## src/rtl/i2c_target_if.sv

```systemverilog
// Bus bundle between the I2C target and its surroundings: pin-level SCL/SDA,
// the register port and status strobes, plus the FSM state for observation.
interface i2c_target_if;
    logic       scl;
    logic       sda_sense;
    logic       sda_drive;
    logic [7:0] reg_addr;
    logic [7:0] reg_wdata;
    logic       reg_we;
    logic [7:0] reg_rdata;
    logic       busy;
    logic       updated;
    logic [3:0] state_dbg;

    modport slave (
        input  scl, sda_sense, reg_rdata,
        output sda_drive, reg_addr, reg_wdata, reg_we, busy, updated, state_dbg
    );

    modport master (
        output scl, sda_sense, reg_rdata,
        input  sda_drive, reg_addr, reg_wdata, reg_we, busy, updated, state_dbg
    );
endinterface

```

## src/rtl/i2c_target.sv

```systemverilog
// I2C target with a pointer-based 8-bit register port, oversampled in clk.
// Optional bus timeout enabled by defining I2C_TARGET_TIMEOUT_EN.
module i2c_target #(
    parameter logic [6:0]  dev_addr = 7'h42,
    parameter int unsigned filt     = 3,
    parameter int unsigned to_w     = 16
) (
    input  logic          clk,
    input  logic          rst,
    i2c_target_if.slave   bus
);
    if (filt < 1 || filt > 15 || to_w < 1) begin : g_bad_param
        $error("i2c_target: filt must be 1..15 and to_w at least 1");
    end

    typedef enum logic [3:0] {
        IDLE, ADDR, ADDR_ACK, WPTR, PTR_ACK, WDATA, WDATA_ACK, RDATA, MACK
    } state_t;

    localparam logic [3:0] FILT_M1 = 4'(filt - 1);

    // Index 0 carries SCL, index 1 carries SDA through sync, filter and edge history.
    logic [1:0] s1_q, s2_q, flt_q, prv_q;
    logic [3:0] fcnt_q [2];

    always_ff @(posedge clk) begin
        if (rst) begin
            s1_q  <= 2'b11;
            s2_q  <= 2'b11;
            flt_q <= 2'b11;
            prv_q <= 2'b11;
            for (int i = 0; i < 2; i++) fcnt_q[i] <= '0;
        end else begin
            s1_q  <= {bus.sda_sense, bus.scl};
            s2_q  <= s1_q;
            prv_q <= flt_q;
            for (int i = 0; i < 2; i++) begin
                if (s2_q[i] != flt_q[i]) begin
                    if (fcnt_q[i] == FILT_M1) begin
                        flt_q[i]  <= s2_q[i];
                        fcnt_q[i] <= '0;
                    end else begin
                        fcnt_q[i] <= fcnt_q[i] + 4'd1;
                    end
                end else begin
                    fcnt_q[i] <= '0;
                end
            end
        end
    end

    logic scl_f, sda_f, scl_rise, scl_fall, start_ev, stop_ev;
    assign scl_f    = flt_q[0];
    assign sda_f    = flt_q[1];
    assign scl_rise = flt_q[0] & ~prv_q[0];
    assign scl_fall = ~flt_q[0] & prv_q[0];
    assign start_ev = prv_q[1] & ~flt_q[1] & flt_q[0] & prv_q[0];
    assign stop_ev  = ~prv_q[1] & flt_q[1] & flt_q[0] & prv_q[0];

    state_t     state_q;
    logic [7:0] shreg_q, reg_addr_q, reg_wdata_q, byte_d;
    logic [3:0] bit_cnt_q;
    logic       sda_q, reg_we_q, busy_q, updated_q, ack_on_q, rw_q, wrote_q;
    logic       to_hit;

    assign byte_d = {shreg_q[6:0], sda_f};

`ifdef I2C_TARGET_TIMEOUT_EN
    logic [to_w-1:0] to_q;
    always_ff @(posedge clk) begin
        if (rst || scl_rise || scl_fall || !busy_q || scl_f || to_hit) to_q <= '0;
        else                                                          to_q <= to_q + 1'b1;
    end
    assign to_hit = busy_q & ~scl_f & (&to_q);
`else
    assign to_hit = 1'b0;
`endif

    always_ff @(posedge clk) begin
        if (rst) begin
            state_q     <= IDLE;
            shreg_q     <= '0;
            reg_addr_q  <= '0;
            reg_wdata_q <= '0;
            bit_cnt_q   <= '0;
            sda_q       <= 1'b1;
            reg_we_q    <= 1'b0;
            busy_q      <= 1'b0;
            updated_q   <= 1'b0;
            ack_on_q    <= 1'b0;
            rw_q        <= 1'b0;
            wrote_q     <= 1'b0;
        end else begin
            reg_we_q  <= 1'b0;
            updated_q <= 1'b0;
            if (start_ev) begin
                state_q   <= ADDR;
                bit_cnt_q <= '0;
                sda_q     <= 1'b1;
                busy_q    <= 1'b0;
                wrote_q   <= 1'b0;
                ack_on_q  <= 1'b0;
            end else if (stop_ev) begin
                state_q   <= IDLE;
                sda_q     <= 1'b1;
                busy_q    <= 1'b0;
                updated_q <= wrote_q;
                wrote_q   <= 1'b0;
                ack_on_q  <= 1'b0;
            end else if (to_hit) begin
                state_q  <= IDLE;
                sda_q    <= 1'b1;
                busy_q   <= 1'b0;
                wrote_q  <= 1'b0;
                ack_on_q <= 1'b0;
            end else begin
                case (state_q)
                    ADDR, WPTR, WDATA: if (scl_rise) begin
                        shreg_q <= byte_d;
                        if (bit_cnt_q == 4'd7) begin
                            bit_cnt_q <= '0;
                            ack_on_q  <= 1'b0;
                            if (state_q == ADDR) begin
                                if (byte_d[7:1] == dev_addr) begin
                                    rw_q    <= byte_d[0];
                                    state_q <= ADDR_ACK;
                                end else begin
                                    state_q <= IDLE;
                                end
                            end else if (state_q == WPTR) begin
                                reg_addr_q <= byte_d;
                                state_q    <= PTR_ACK;
                            end else begin
                                reg_wdata_q <= byte_d;
                                reg_we_q    <= 1'b1;
                                wrote_q     <= 1'b1;
                                state_q     <= WDATA_ACK;
                            end
                        end else begin
                            bit_cnt_q <= bit_cnt_q + 4'd1;
                        end
                    end
                    ADDR_ACK, PTR_ACK, WDATA_ACK: if (scl_fall) begin
                        if (!ack_on_q) begin
                            sda_q    <= 1'b0;
                            ack_on_q <= 1'b1;
                            if (state_q == ADDR_ACK) busy_q <= 1'b1;
                        end else begin
                            ack_on_q <= 1'b0;
                            sda_q    <= 1'b1;
                            if (state_q == ADDR_ACK && rw_q) begin
                                // First read bit goes out on the same edge that ends the ACK.
                                shreg_q   <= {reg_rdata_s(), 1'b1};
                                sda_q     <= bus.reg_rdata[7];
                                bit_cnt_q <= 4'd1;
                                state_q   <= RDATA;
                            end else if (state_q == ADDR_ACK) begin
                                state_q <= WPTR;
                            end else if (state_q == PTR_ACK) begin
                                state_q <= WDATA;
                            end else begin
                                reg_addr_q <= reg_addr_q + 8'd1;
                                state_q    <= WDATA;
                            end
                        end
                    end
                    RDATA: if (scl_fall) begin
                        if (bit_cnt_q == 4'd8) begin
                            sda_q     <= 1'b1;
                            bit_cnt_q <= '0;
                            ack_on_q  <= 1'b0;
                            state_q   <= MACK;
                        end else begin
                            sda_q     <= shreg_q[7];
                            shreg_q   <= {shreg_q[6:0], 1'b1};
                            bit_cnt_q <= bit_cnt_q + 4'd1;
                        end
                    end
                    MACK: begin
                        if (scl_rise) begin
                            if (!sda_f) begin
                                reg_addr_q <= reg_addr_q + 8'd1;
                                ack_on_q   <= 1'b1;
                            end else begin
                                state_q <= IDLE;
                            end
                        end else if (scl_fall && ack_on_q) begin
                            shreg_q   <= {reg_rdata_s(), 1'b1};
                            sda_q     <= bus.reg_rdata[7];
                            bit_cnt_q <= 4'd1;
                            ack_on_q  <= 1'b0;
                            state_q   <= RDATA;
                        end
                    end
                    default: ;
                endcase
            end
        end
    end

    function automatic logic [6:0] reg_rdata_s();
        return bus.reg_rdata[6:0];
    endfunction

    assign bus.sda_drive = sda_q;
    assign bus.reg_addr  = reg_addr_q;
    assign bus.reg_wdata = reg_wdata_q;
    assign bus.reg_we    = reg_we_q;
    assign bus.busy      = busy_q;
    assign bus.updated   = updated_q;
    assign bus.state_dbg = state_q;
endmodule

```

## src/flat_wrapper.sv

```systemverilog
// flat-port wrapper written by rule: the top's interface ports become plain ports
module i2c_target_flat 
#(
    parameter logic [6:0]  dev_addr = 7'h42,
    parameter int unsigned filt     = 3,
    parameter int unsigned to_w     = 16
)
  (clk, rst, bus_scl, bus_sda_sense, bus_reg_rdata, bus_sda_drive, bus_reg_addr, bus_reg_wdata, bus_reg_we, bus_busy, bus_updated, bus_state_dbg);
  i2c_target_if bus_i ();
  input  logic clk;
  input  logic rst;
  input wire logic [$bits(bus_i.scl)-1:0] bus_scl;
  input wire logic [$bits(bus_i.sda_sense)-1:0] bus_sda_sense;
  input wire logic [$bits(bus_i.reg_rdata)-1:0] bus_reg_rdata;
  output wire logic [$bits(bus_i.sda_drive)-1:0] bus_sda_drive;
  output wire logic [$bits(bus_i.reg_addr)-1:0] bus_reg_addr;
  output wire logic [$bits(bus_i.reg_wdata)-1:0] bus_reg_wdata;
  output wire logic [$bits(bus_i.reg_we)-1:0] bus_reg_we;
  output wire logic [$bits(bus_i.busy)-1:0] bus_busy;
  output wire logic [$bits(bus_i.updated)-1:0] bus_updated;
  output wire logic [$bits(bus_i.state_dbg)-1:0] bus_state_dbg;
  assign bus_i.scl = bus_scl;
  assign bus_i.sda_sense = bus_sda_sense;
  assign bus_i.reg_rdata = bus_reg_rdata;
  assign bus_sda_drive = bus_i.sda_drive;
  assign bus_reg_addr = bus_i.reg_addr;
  assign bus_reg_wdata = bus_i.reg_wdata;
  assign bus_reg_we = bus_i.reg_we;
  assign bus_busy = bus_i.busy;
  assign bus_updated = bus_i.updated;
  assign bus_state_dbg = bus_i.state_dbg;
  i2c_target #(.dev_addr(dev_addr), .filt(filt), .to_w(to_w)) u_core (.clk(clk), .rst(rst), .bus(bus_i));
endmodule
```

## config.mk

```make
export PLATFORM = sky130hd
export DESIGN_NAME = i2c_target_flat
export DESIGN_NICKNAME = d
export VERILOG_FILES = /design/src/rtl/i2c_target_if.sv /design/src/rtl/i2c_target.sv /design/src/flat_wrapper.sv
export SDC_FILE = /design/constraint.sdc
export NUM_CORES = 1
export LEC_CHECK = 0
export BUFFER_PORTS_ARGS = -buffer_cell sky130_fd_sc_hd__buf_4
export CORE_MARGIN = 2
export CORE_UTILIZATION = 58
export DETAILED_ROUTE_END_ITERATION = 7
export HOLD_SLACK_MARGIN = 0.03
export PLACE_DENSITY = 0.91
export SYNTH_ARGS = -nofsm -noshare
export SYNTH_HDL_FRONTEND = slang
export SYNTH_SLANG_ARGS = --single-unit
```

## constraint.sdc

```tcl
create_clock -name clk -period 2.3 [get_ports clk]
set_input_delay 0.23 -clock clk [delete_from_list [all_inputs] [get_ports clk]]
set_output_delay 0.23 -clock clk [all_outputs]
set_load 0.01 [all_outputs]
```

==> out/qor.yml <==
pre_cts_ws_ns: 0.138
cp_max_fo: 16
hp-class: "primary input to register"
synth_cell_types: 61
wl_per_cell_um: 15.2
nets: 418
fin_crit_ns: 2.11
status: "finished, final reports clean"
setup-violations-final: 0
initial_core_util_pct: 59.2
end_kind: "register"
crit_path_cell_trace: "nor3_1, xor2_1, a311o_1, a211oi_4, buf_4, nor2_1, a311oi_1"
setup_ws_ns: 0.186
avgSynthCellArea_um2: 8.43
clock_path_buffers: 2
die_area_um2: 5740
drtAntennaViolNets: 0
ys_ff_latch: 55
cts_tree: "done"
routed_wl_mm: 7.15
critPathSlowestCell: "dfxtp_1"
cp.buffers_inverters: 1
grt_pass1_vias: 2398
die_w_um: 75.7
place_area_um2: 3390
firstDrtPassIters: 5
place_congestion: 1.07
grt_usage_pct: 26.5
hpwl_mm: 5.24
hold_ws_ns: 0.0856
cts_root_buf: "clkbuf_8"
drive_above_1_share_pct: 19.3
seqPwrFrac_pct: 58.4
tightest_slew_ns: 0.547
drt_iter0_drc: 303
slowest_delay_ns: 0.55
fin_cells: 470
numCtsBuffers: 5
vias: 2770
coreArea_um2: 5040
maxSlewHeadroom_pct: 63.5
design_area_um2: 3490
async_flop_share_pct: 0
cp_top_family: "compound AO/OA/AOI/OAI gates"
p_sw_mw: 0.459
post-route-util_pct: 69.2
row_count: 26
synth.most_common_cell: "nor2_1"
synth_common_cells: "nor2_1, dfxtp_1, nand2_1"
netlist_area_um2: 2980
place_inst: 462
clock_sinks: 55
antenna_found_initial: 0
insertion_delay_ns: 0.32
areaGrowthSynthToFinish_pct: 16.9
worstSetupStartpointType: "register"
num_antenna_cells: 0
clk_pin_slew_ns: 0.11
synth_top_area_cell: "dfxtp_1"
grt_max_degree: 38
cts.htree.levels: 2
p_int_mw: 1.29
synthTopCellsByArea: "dfxtp_1, edfxtp_1, nor2_1, mux2i_1, nand2_1"
max_cap_violations: 0
synth_ff_type: "dfxtp_1"
synth-seq-area-share_pct: 39.6
p_per_area_nw_per_um2: 500
io_pins: 36
synth_edf_count: 8
ys_warn_count: 0
portBuffers: 35
fillers: 420
switching_share_pct: 26.3
syn_inst: 354
yosysTopAreaCellShare_pct: 31.5
skew_ns: 0.00630
ir_drop_mv: 0.475
crit_required_ns: 2.53
clock.fmax_mhz: 473
cts_hold_buf: 0
critPathKind: "register to register"
tns_ns: 0
arrival_ns: 2.35
grt_pass1_wl_mm: 11.5
drt-vias-per-instance: 5.89
final_hold_viol_count: 0
maxSlewViolCount: 0
combPwrFrac_pct: 8.6
p_clk_share_pct: 33.0
power.total_mw: 1.75
post-route-period-util_pct: 91.9
p_leak_nw: 1.42
chipHeight_um: 75.7
drc: 0
rsz0062_at_grt: "no"
grt_overflow: 0
## power by group through the flow
stage               Sequential (mW)  Clock, mW  Combinational (mW)
detailed placement             1.04          0               0.147
finish                         1.02      0.576               0.150
floorplan                      1.03          0               0.108
global route                   1.02      0.623               0.167
CTS                            1.02      0.582               0.148
global placement               1.04          0               0.143
## logic make-up after synthesis
kind of cell	synth area share [%]
muxes	4.36
AOI/OAI and AO/OA	20.3
DFF	39.6
xor gates and xnor gates	2.35
buffers and inverters	4.74
other	0.126
adders and majority gates	2.93
and+or+nand+nor	25.6
## metal layers
metal | GRT usage (%) | share of wire [%]
met5 | 0 | 0
met1 | 35.2 | 44
met3 | 3.97 | 5.9
met2 | 43.4 | 49
met4 | 10.3 | 1.8
## state kept, by name, summed over array words and instances (netlist names), 2 cells and up
name                  flops
u_core.bit_cnt_q          4
u_core.bus.reg_addr       8
u_core.bus.reg_wdata      8
u_core.bus.state_dbg      4
u_core.fcnt_q             8
u_core.flt_q              2
u_core.prv_q              2
u_core.s1_q               2
u_core.s2_q               2
u_core.shreg_q            8
## cell type report
class / count / area, µm² / share of cell area, %
flip-flops and latches: 55 / 1180 / 33.9
well taps: 70 / 87.6 / 2.51
multi-input cells: 274 / 1690 / 48.5
inverters: 11 / 41.3 / 1.18
repair buffers: 52 / 390 / 11.2
clock buffers: 5 / 68.8 / 1.97
clock inverters: 3 / 26.3 / 0.753
## cells in the final DEF, fill, tap and decap left out, types with 7 or more instances in the layout
master	synthesis	layout
dfxtp_1	47	46
nand2_1	31	31
a21oi_1	22	21
buf_4	1	52
nand3_1	14	14
or2_2	7	7
mux2i_1	13	13
ha_1	7	7
inv_1	11	11
edfxtp_1	8	8
nand2b_1	8	8
conb_1	1	8
nor2_1	49	49
o21ai_0	22	22
## final timing paths
check	start	endpoint	slack, ns	cells after the start
min reg2reg	u_core.s1_q[1]	u_core.s2_q[1]	0.44	1
max	u_core.bus.state_dbg[2]	u_core.shreg_q[3]	0.19	7
max reg2reg	u_core.bus.state_dbg[2]	u_core.shreg_q[3]	0.19	7
min	bus_sda_sense	u_core.s1_q[1]	0.09	2
## what timing repair did
item	CTS	global route
setup buffers	0	0
gates resized for setup	0	2
setup endpoints to repair	0	3
## worst register-to-register path: cells and delay by family, from the launching register on
family | cells | cell delay [ns]
buffers and inverters | 1 | 0.24
AO/OA/AOI/OAI | 3 | 0.86
flip-flops | 1 | 0.55
XOR/XNOR | 1 | 0.18
AND/OR/NAND/NOR | 2 | 0.19
No activity file was read; power rests on OpenSTA's default activity.
